`config.mk`:
```
export PLATFORM = sky130hd
export DESIGN_NAME = pong_match_ctrl_flat
export DESIGN_NICKNAME = d
export VERILOG_FILES = /design/src/rtl/pong_pkg.sv /design/src/rtl/pong_match_ctrl_if.sv /design/src/rtl/pong_frame_timer.sv /design/src/rtl/pong_match_ctrl.sv /design/src/flat_wrapper.sv
export SDC_FILE = /design/constraint.sdc
export NUM_CORES = 1
export LEC_CHECK = 0
export BUFFER_PORTS_ARGS = -buffer_cell sky130_fd_sc_hd__buf_2
export CAP_MARGIN = 30
export CORE_MARGIN = 1
export CORE_UTILIZATION = 50
export DETAILED_ROUTE_END_ITERATION = 6
export GPL_TIMING_DRIVEN = 0
export MAX_ROUTING_LAYER = met4
export PLACE_DENSITY = 0.74
export SLEW_MARGIN = 20
export SYNTH_ARGS = -nofsm -noshare
export SYNTH_HDL_FRONTEND = slang
export SYNTH_SLANG_ARGS = --single-unit
export TNS_END_PERCENT = 5
```
`constraint.sdc`:
```
create_clock -name clk -period 1.7 [get_ports clk]
set_input_delay 0.255 -clock clk [delete_from_list [all_inputs] [get_ports clk]]
set_output_delay 0.255 -clock clk [all_outputs]
set_load 0.02 [all_outputs]
```
`src/rtl/pong_pkg.sv`:
```
// pong_pkg: shared state encoding, sound cue codes, winner codes and score helper for the pong match controller.
package pong_pkg;
    typedef enum logic [2:0] {
        ST_IDLE  = 3'd0,
        ST_SERVE = 3'd1,
        ST_PLAY  = 3'd2,
        ST_POINT = 3'd3,
        ST_OVER  = 3'd4
    } state_e;
    localparam logic [1:0] SND_NONE    = 2'b00;
    localparam logic [1:0] SND_POINT   = 2'b01;
    localparam logic [1:0] SND_OVER    = 2'b10;
    localparam logic [1:0] SND_SERVE   = 2'b11;
    localparam logic [1:0] WINNER_NONE = 2'b00;
    localparam logic [1:0] WINNER_P0   = 2'b01;
    localparam logic [1:0] WINNER_P1   = 2'b10;
    localparam int DEF_WIN_SCORE = 9;
    function automatic logic [3:0] sat_inc(input logic [3:0] s, input logic [3:0] lim);
        return (s < lim) ? s + 4'd1 : s;
    endfunction
endpackage

```
`src/rtl/pong_match_ctrl_if.sv`:
```
// pong_match_ctrl_if: game-event inputs and match outputs of the pong match controller.
//   master: drives frame_tick/start_btn/goal_left/goal_right, observes the match outputs
//   slave : the controller (consumes events, drives ball_hold/ball_center/serve_dir/scores/winner/snd_req/autopilot)
interface pong_match_ctrl_if;
    logic       frame_tick;
    logic       start_btn;
    logic       goal_left;
    logic       goal_right;
    logic       ball_hold;
    logic       ball_center;
    logic       serve_dir;
    logic [3:0] score0_bcd;
    logic [3:0] score1_bcd;
    logic [1:0] winner;
    logic [1:0] snd_req;
    logic       autopilot;
    modport master (
        output frame_tick, start_btn, goal_left, goal_right,
        input  ball_hold, ball_center, serve_dir, score0_bcd, score1_bcd, winner, snd_req, autopilot
    );
    modport slave (
        input  frame_tick, start_btn, goal_left, goal_right,
        output ball_hold, ball_center, serve_dir, score0_bcd, score1_bcd, winner, snd_req, autopilot
    );
endinterface

```
`src/rtl/pong_frame_timer.sv`:
```
// pong_frame_timer: counts frame ticks since the last clear; done flags the tick that reaches limit.
//   clk, reset : clock, async active-high reset
//   clr        : restart count from zero (wins over tick)
//   tick       : frame_tick enable
//   limit      : terminal tick number (>=1)
//   done       : combinational, high on the limit-th tick
module pong_frame_timer #(
    parameter int W = 8
) (
    input  logic         clk,
    input  logic         reset,
    input  logic         clr,
    input  logic         tick,
    input  logic [W-1:0] limit,
    output logic         done
);
    logic [W-1:0] cnt_q;
    always_ff @(posedge clk or posedge reset) begin
        if (reset)     cnt_q <= '0;
        else if (clr)  cnt_q <= '0;
        else if (tick) cnt_q <= cnt_q + 1'b1;
    end
    assign done = tick && (cnt_q == limit - 1'b1);
endmodule

```
`src/rtl/pong_match_ctrl.sv`:
```
// pong_match_ctrl: pong match sequencer - scores, serve timing, ball hold/re-centre, game-over, sound cues.
//   clk, reset : 25 MHz pixel clock, async active-high reset
//   bus        : pong_match_ctrl_if.slave (frame/goal/start events in, registered match outputs)
//   Optional PONG_ATTRACT_MODE_EN: ball runs under autopilot as a demo in IDLE/OVER.
module pong_match_ctrl
    import pong_pkg::*;
#(
    parameter int WIN_SCORE          = DEF_WIN_SCORE,
    parameter int SERVE_DELAY_FRAMES = 60,
    parameter int POINT_DELAY_FRAMES = 30,
    parameter int FRAME_CNT_W        = 8
) (
    input  logic              clk,
    input  logic              reset,
    pong_match_ctrl_if.slave  bus
);
    localparam logic [3:0]             WIN       = 4'(WIN_SCORE);
    localparam logic [FRAME_CNT_W-1:0] SERVE_LIM = FRAME_CNT_W'(SERVE_DELAY_FRAMES);
    localparam logic [FRAME_CNT_W-1:0] POINT_LIM = FRAME_CNT_W'(POINT_DELAY_FRAMES);
    state_e     state_q, state_d;
    logic [3:0] score0_q, score0_d, score1_q, score1_d;
    logic [1:0] winner_q, winner_d, snd_q, snd_d;
    logic       dir_q, dir_d, center_q, center_d, hold_q, hold_d, auto_q, auto_d, start_q;
    logic       start_edge, goal, done;
    assign start_edge = bus.start_btn & ~start_q;
    assign goal       = bus.frame_tick & (bus.goal_left | bus.goal_right);
    // A restart from SERVE stays in SERVE, so the timer must also clear on a start edge.
    pong_frame_timer #(.W(FRAME_CNT_W)) u_timer (
        .clk   (clk),
        .reset (reset),
        .clr   (start_edge || state_d != state_q),
        .tick  (bus.frame_tick),
        .limit (state_q == ST_SERVE ? SERVE_LIM : POINT_LIM),
        .done  (done)
    );
    always_comb begin
        state_d  = state_q;
        score0_d = score0_q;
        score1_d = score1_q;
        dir_d    = dir_q;
        winner_d = winner_q;
        snd_d    = SND_NONE;
        center_d = 1'b0;
        if (start_edge) begin
            state_d  = ST_SERVE;
            score0_d = 4'd0;
            score1_d = 4'd0;
            winner_d = WINNER_NONE;
            center_d = 1'b1;
            dir_d    = 1'b0;
        end else begin
            case (state_q)
                ST_SERVE: if (done) begin
                    state_d = ST_PLAY;
                    snd_d   = SND_SERVE;
                end
                ST_PLAY: if (goal) begin
                    state_d = ST_POINT;
                    snd_d   = SND_POINT;
                    if (bus.goal_left && bus.goal_right) dir_d = ~dir_q;
                    else if (bus.goal_left) begin
                        score0_d = sat_inc(score0_q, WIN);
                        dir_d    = 1'b0;
                    end else begin
                        score1_d = sat_inc(score1_q, WIN);
                        dir_d    = 1'b1;
                    end
                end
                ST_POINT: if (done) begin
                    if (score0_q == WIN || score1_q == WIN) begin
                        state_d  = ST_OVER;
                        winner_d = (score0_q == WIN) ? WINNER_P0 : WINNER_P1;
                        snd_d    = SND_OVER;
                    end else begin
                        state_d  = ST_SERVE;
                        center_d = 1'b1;
                    end
                end
`ifdef PONG_ATTRACT_MODE_EN
                ST_IDLE, ST_OVER: center_d = goal;
`endif
                default: ;
            endcase
        end
`ifdef PONG_ATTRACT_MODE_EN
        auto_d = (state_d == ST_IDLE) || (state_d == ST_OVER);
        hold_d = (state_d != ST_PLAY) && !auto_d;
`else
        auto_d = 1'b0;
        hold_d = state_d != ST_PLAY;
`endif
    end
    always_ff @(posedge clk or posedge reset) begin
        if (reset) begin
            state_q  <= ST_IDLE;
            score0_q <= 4'd0;
            score1_q <= 4'd0;
            winner_q <= WINNER_NONE;
            snd_q    <= SND_NONE;
            dir_q    <= 1'b0;
            center_q <= 1'b0;
            hold_q   <= 1'b1;
            auto_q   <= 1'b0;
            start_q  <= 1'b0;
        end else begin
            state_q  <= state_d;
            score0_q <= score0_d;
            score1_q <= score1_d;
            winner_q <= winner_d;
            snd_q    <= snd_d;
            dir_q    <= dir_d;
            center_q <= center_d;
            hold_q   <= hold_d;
            auto_q   <= auto_d;
            start_q  <= bus.start_btn;
        end
    end
    assign bus.ball_hold   = hold_q;
    assign bus.ball_center = center_q;
    assign bus.serve_dir   = dir_q;
    assign bus.score0_bcd  = score0_q;
    assign bus.score1_bcd  = score1_q;
    assign bus.winner      = winner_q;
    assign bus.snd_req     = snd_q;
    assign bus.autopilot   = auto_q;
endmodule
```
`src/flat_wrapper.sv`:
```
// flat-port wrapper written by rule: the top's interface ports become plain ports
module pong_match_ctrl_flat import pong_pkg::*;
#(
    parameter int WIN_SCORE          = DEF_WIN_SCORE,
    parameter int SERVE_DELAY_FRAMES = 60,
    parameter int POINT_DELAY_FRAMES = 30,
    parameter int FRAME_CNT_W        = 8
)
  (clk, reset, bus_frame_tick, bus_start_btn, bus_goal_left, bus_goal_right, bus_ball_hold, bus_ball_center, bus_serve_dir, bus_score0_bcd, bus_score1_bcd, bus_winner, bus_snd_req, bus_autopilot);
  pong_match_ctrl_if bus_i ();
  input  logic clk;
  input  logic reset;
  input wire logic [$bits(bus_i.frame_tick)-1:0] bus_frame_tick;
  input wire logic [$bits(bus_i.start_btn)-1:0] bus_start_btn;
  input wire logic [$bits(bus_i.goal_left)-1:0] bus_goal_left;
  input wire logic [$bits(bus_i.goal_right)-1:0] bus_goal_right;
  output wire logic [$bits(bus_i.ball_hold)-1:0] bus_ball_hold;
  output wire logic [$bits(bus_i.ball_center)-1:0] bus_ball_center;
  output wire logic [$bits(bus_i.serve_dir)-1:0] bus_serve_dir;
  output wire logic [$bits(bus_i.score0_bcd)-1:0] bus_score0_bcd;
  output wire logic [$bits(bus_i.score1_bcd)-1:0] bus_score1_bcd;
  output wire logic [$bits(bus_i.winner)-1:0] bus_winner;
  output wire logic [$bits(bus_i.snd_req)-1:0] bus_snd_req;
  output wire logic [$bits(bus_i.autopilot)-1:0] bus_autopilot;
  assign bus_i.frame_tick = bus_frame_tick;
  assign bus_i.start_btn = bus_start_btn;
  assign bus_i.goal_left = bus_goal_left;
  assign bus_i.goal_right = bus_goal_right;
  assign bus_ball_hold = bus_i.ball_hold;
  assign bus_ball_center = bus_i.ball_center;
  assign bus_serve_dir = bus_i.serve_dir;
  assign bus_score0_bcd = bus_i.score0_bcd;
  assign bus_score1_bcd = bus_i.score1_bcd;
  assign bus_winner = bus_i.winner;
  assign bus_snd_req = bus_i.snd_req;
  assign bus_autopilot = bus_i.autopilot;
  pong_match_ctrl #(.WIN_SCORE(WIN_SCORE), .SERVE_DELAY_FRAMES(SERVE_DELAY_FRAMES), .POINT_DELAY_FRAMES(POINT_DELAY_FRAMES), .FRAME_CNT_W(FRAME_CNT_W)) u_core (.clk(clk), .reset(reset), .bus(bus_i));
endmodule
```
==> impl_results.md <==
* R2R depth at 4
* Mapped cell area at 0.00152 mm²
* N_diodes at 0
* Worst-Skew Late Latency at 0.32 ns
* Pre-CTS WS at -0.0112 ns
* WP data required at 1.93 ns
* Nets at 202
* Post-route design area at 0.00185 mm²
* Crit path DAT at 1.94 ns
* Slowest cell on crit path: or4b_4
* Failing checks: negative hold slack, negative setup slack
* Sequential share of the synthesized area at 0.444
* Reg-to-reg slack, setup at -0.004 ns
* LEAKAGE at 0.000868 µW
* Post-Syn Area per Cell at 10.2 µm²
* Pre-Repair DR Iteration Count at 4
* Worst path bufs/invs at 0
* CP Max Fanout at 4
* Post-route ant nets at 0
* Syn. warnings at 0
* Core Area at 0.00283 mm²
* Crit-path leading delay family: simple AND/OR/NAND/NOR gates
* Routed wire per std cell at 14.8 µm
* Vias per cell at 5.75
* Clk pin slew, worst setup/hold paths at 0.15 ns
* Min Hold Slack at -0.00613 ns
* Area Growth Syn to Fin at 21.7%
* Initial core utilization at 0.539
* 1st-iter DRT viols at 33
* Kind of end point of the critical path: flop
* H-tree levels at 1
* Layout Skew at 0.0110 ns
* Total power at 1190 µW
* Syn Nets at 163
* Total CTS buffers at 3
* Placed cell area at 0.00167 mm²
* CP endpoint: u_core.bus.winner[1]$_DFFE_PP0P_
* # rows at 19
* Status: finished with violations
* Post-DP HPWL at 2210 µm
* Max Slew Vio Count at 0
* #FFs+latches synth at 27
* Hold buffer count at cts at 0
* Die outline width at 57.2 µm
* Max incr delay on CP at 0.55 ns
* Asr flop ratio synth at 1.00
* Cells after Synth at 150
* Main synth FF type: dfrtp_1
* Commonest non-fill, non-tap cell in the layout: dfrtp_1
* HP Class: input port to asynchronous set/reset pin
* GPL Wtd Cong at 0.812
* Pin count of the biggest net entering global routing at 18
* Tcrit/Tclk final at 1.00
* Clock period minus final worst setup slack at 1.70 ns
* Fraction of layout instances using a drive strength above 1 at 0.335
* Synth unique cells at 42
* Worst reg2reg endpoint: u_core.bus.winner[1]$_DFFE_PP0P_
* Max-cap check violation count at 0
* Worst IR drop on VDD at 0.350 mV
* Die Y at 57.2 µm
* Total gr overflow at 0
* CTS tree: yes
* Stages on worst setup path at 4
* Clock buffer depth at 2
* Post-synth EDFFs at 0
* Reg-to-reg startpoint: u_core.u_timer.cnt_q[6]$_DFFE_PP0P_
* Endpoints failing hold at 6
* Rel. slew slack at 0.553
* # fillers at 230
* Worst path cell trace: and4bb_4 > nand4_4 > or4b_4 > o211a_1
* Final setup viols at 1
* Pwr dens at 643 mW/mm²
* First-pass GRT wire length at 5150 µm
* Root buffer cell: clkbuf_4
* I/O pin cnt at 22
* Critical path class: flop to flop
* Vias at 1259
* Final worst slack at -0.00354 ns
* Die ar. at 0.00327 mm²
* Sink Count at 27
* CP startpoint kind: flop
* Vias in the first global route at 1127
* Crit. Startpoint: u_core.u_timer.cnt_q[6]$_DFFE_PP0P_
* # DRC at 0
* Post-Route WL at 3230 µm
* Buffers added on ports at 19
* Unrepaired setup endpoints after global routing: true
* Most frequent cells in the layout: dfrtp_1 (20), buf_2 (19), nor2_1 (15), buf_4 (15)
* F_max at 0.587 GHz
* Initial antenna violation count at 0
* Worst Max-Slew Pin Slew at 0.669 ns
* Gr usage total at 0.212
==> logic make-up (layout without fill, tap and decap cells) <==
logic type / Yosys count / count (layout) / synth area share
buffers and inverters: 17 / 55 / 0.0575
DFF: 27 / 27 / 0.444
other: 1 / 1 / 0.00246
xor gates and xnor gates: 7 / 7 / 0.0402
adders and majority gates: 7 / 7 / 0.0575
and+or+nand+nor: 60 / 60 / 0.257
muxes: 1 / 1 / 0.00657
AOI/OAI and AO/OA: 30 / 30 / 0.135
==> synth_stat cells, types with 2 or more instances <==
library cell	instances	area (µm²)
dfrtp_1	26	651
nor2_1	15	56.3
inv_1	13	48.8
nand2_1	13	48.8
a21oi_1	11	55.1
ha_1	7	87.6
o21ai_0	7	35.0
nand4_1	4	25.0
o2111ai_1	4	35.0
or3_1	4	25.0
xor2_1	4	35.0
and3b_1	3	26.3
nor2b_1	3	18.8
xnor2_1	3	26.3
and2_1	2	12.5
and4bb_2	2	25.0
buf_6	2	22.5
nand4bb_1	2	22.5
o2111a_1	2	22.5
==> worst min-delay path by stage <==
| stage | start | to | slack, ns |
|---|---|---|---|
| 6_report | reset | u_core.bus.score1_bcd[3]$_DFFE_PP0P_ | -0.006 |
| 5_1_grt | bus_start_btn | u_core.start_q$_DFF_PP0_ | 0.02 |
| 4_1_cts | reset | u_core.bus.score1_bcd[3]$_DFFE_PP0P_ | 0.01 |
| 3_5_place_dp | reset | u_core.bus.score1_bcd[1]$_DFFE_PP0P_ | 0.39 |
| 3_3_place_gp | bus_start_btn | u_core.start_q$_DFF_PP0_ | 0.39 |
| 2_1_floorplan | bus_start_btn | u_core.start_q$_DFF_PP0_ | 0.29 |
==> registers in the layout (all words and copies together), names as in the netlist <==
register,count
u_core.bus.winner,2
u_core.bus.ball_center,1
u_core.state_q,3
u_core.bus.snd_req,2
u_core.u_timer.cnt_q,8
u_core.bus.serve_dir,1
u_core.bus.score1_bcd,4
u_core.start_q,1
u_core.bus.ball_hold,1
u_core.bus.score0_bcd,4
==> repair_timing <==
action,4_1_cts,5_1_grt
pin swaps,3,6
buffers inserted,4,10
endpoints found under the setup margin,3,7
gates resized for setup,7,7
cloned,0,0
==> report_power, final <==
group	total, µW	switching, µW	internal (µW)
Clock	275	187	88.1
Sequential	736	56.8	679
Combinational	181	91.6	89.2
Total	1190	335	856
==> final cells by class <==
cell class	instances	area, µm²	share of cell area
clock inverter	1	5.00	0.00270
buffer	4	38.8	0.0209
multi-input combinational	106	801	0.432
tap	31	38.8	0.0209
inverter	13	48.8	0.0263
timing repair buffer	34	215	0.116
sequential	27	684	0.369
clock buffer	3	22.5	0.0121
==> metal layers <==
| metal | vias to the layer above | global-route usage | wire length [µm] |
|---|---|---|---|
| met5 | - | - | 0 |
| met4 | 0 | 0.0801 | 20 |
| met3 | 2 | 0.0272 | 123 |
| met2 | 38 | 0.339 | 1670 |
| met1 | 617 | 0.276 | 1420 |
| li1 | 602 | - | - |
==> per-stage QoR <==
step | util | setup TNS (ns) | hold WS, ns | std cells
final | 0.655 | -0.00354 | -0.00613 | 219
after global routing | 0.655 | -0.0508 | 0.0250 | 219
after CTS | 0.620 | 0 | 0.00953 | 209
after detailed placement | 0.591 | -0.0216 | 0.388 | 201
after global placement | 0.586 | 0 | 0.386 | 200
after floorplan | - | 0 | 0.286 | 150
Note: power is estimated with default switching activity, not from simulation.
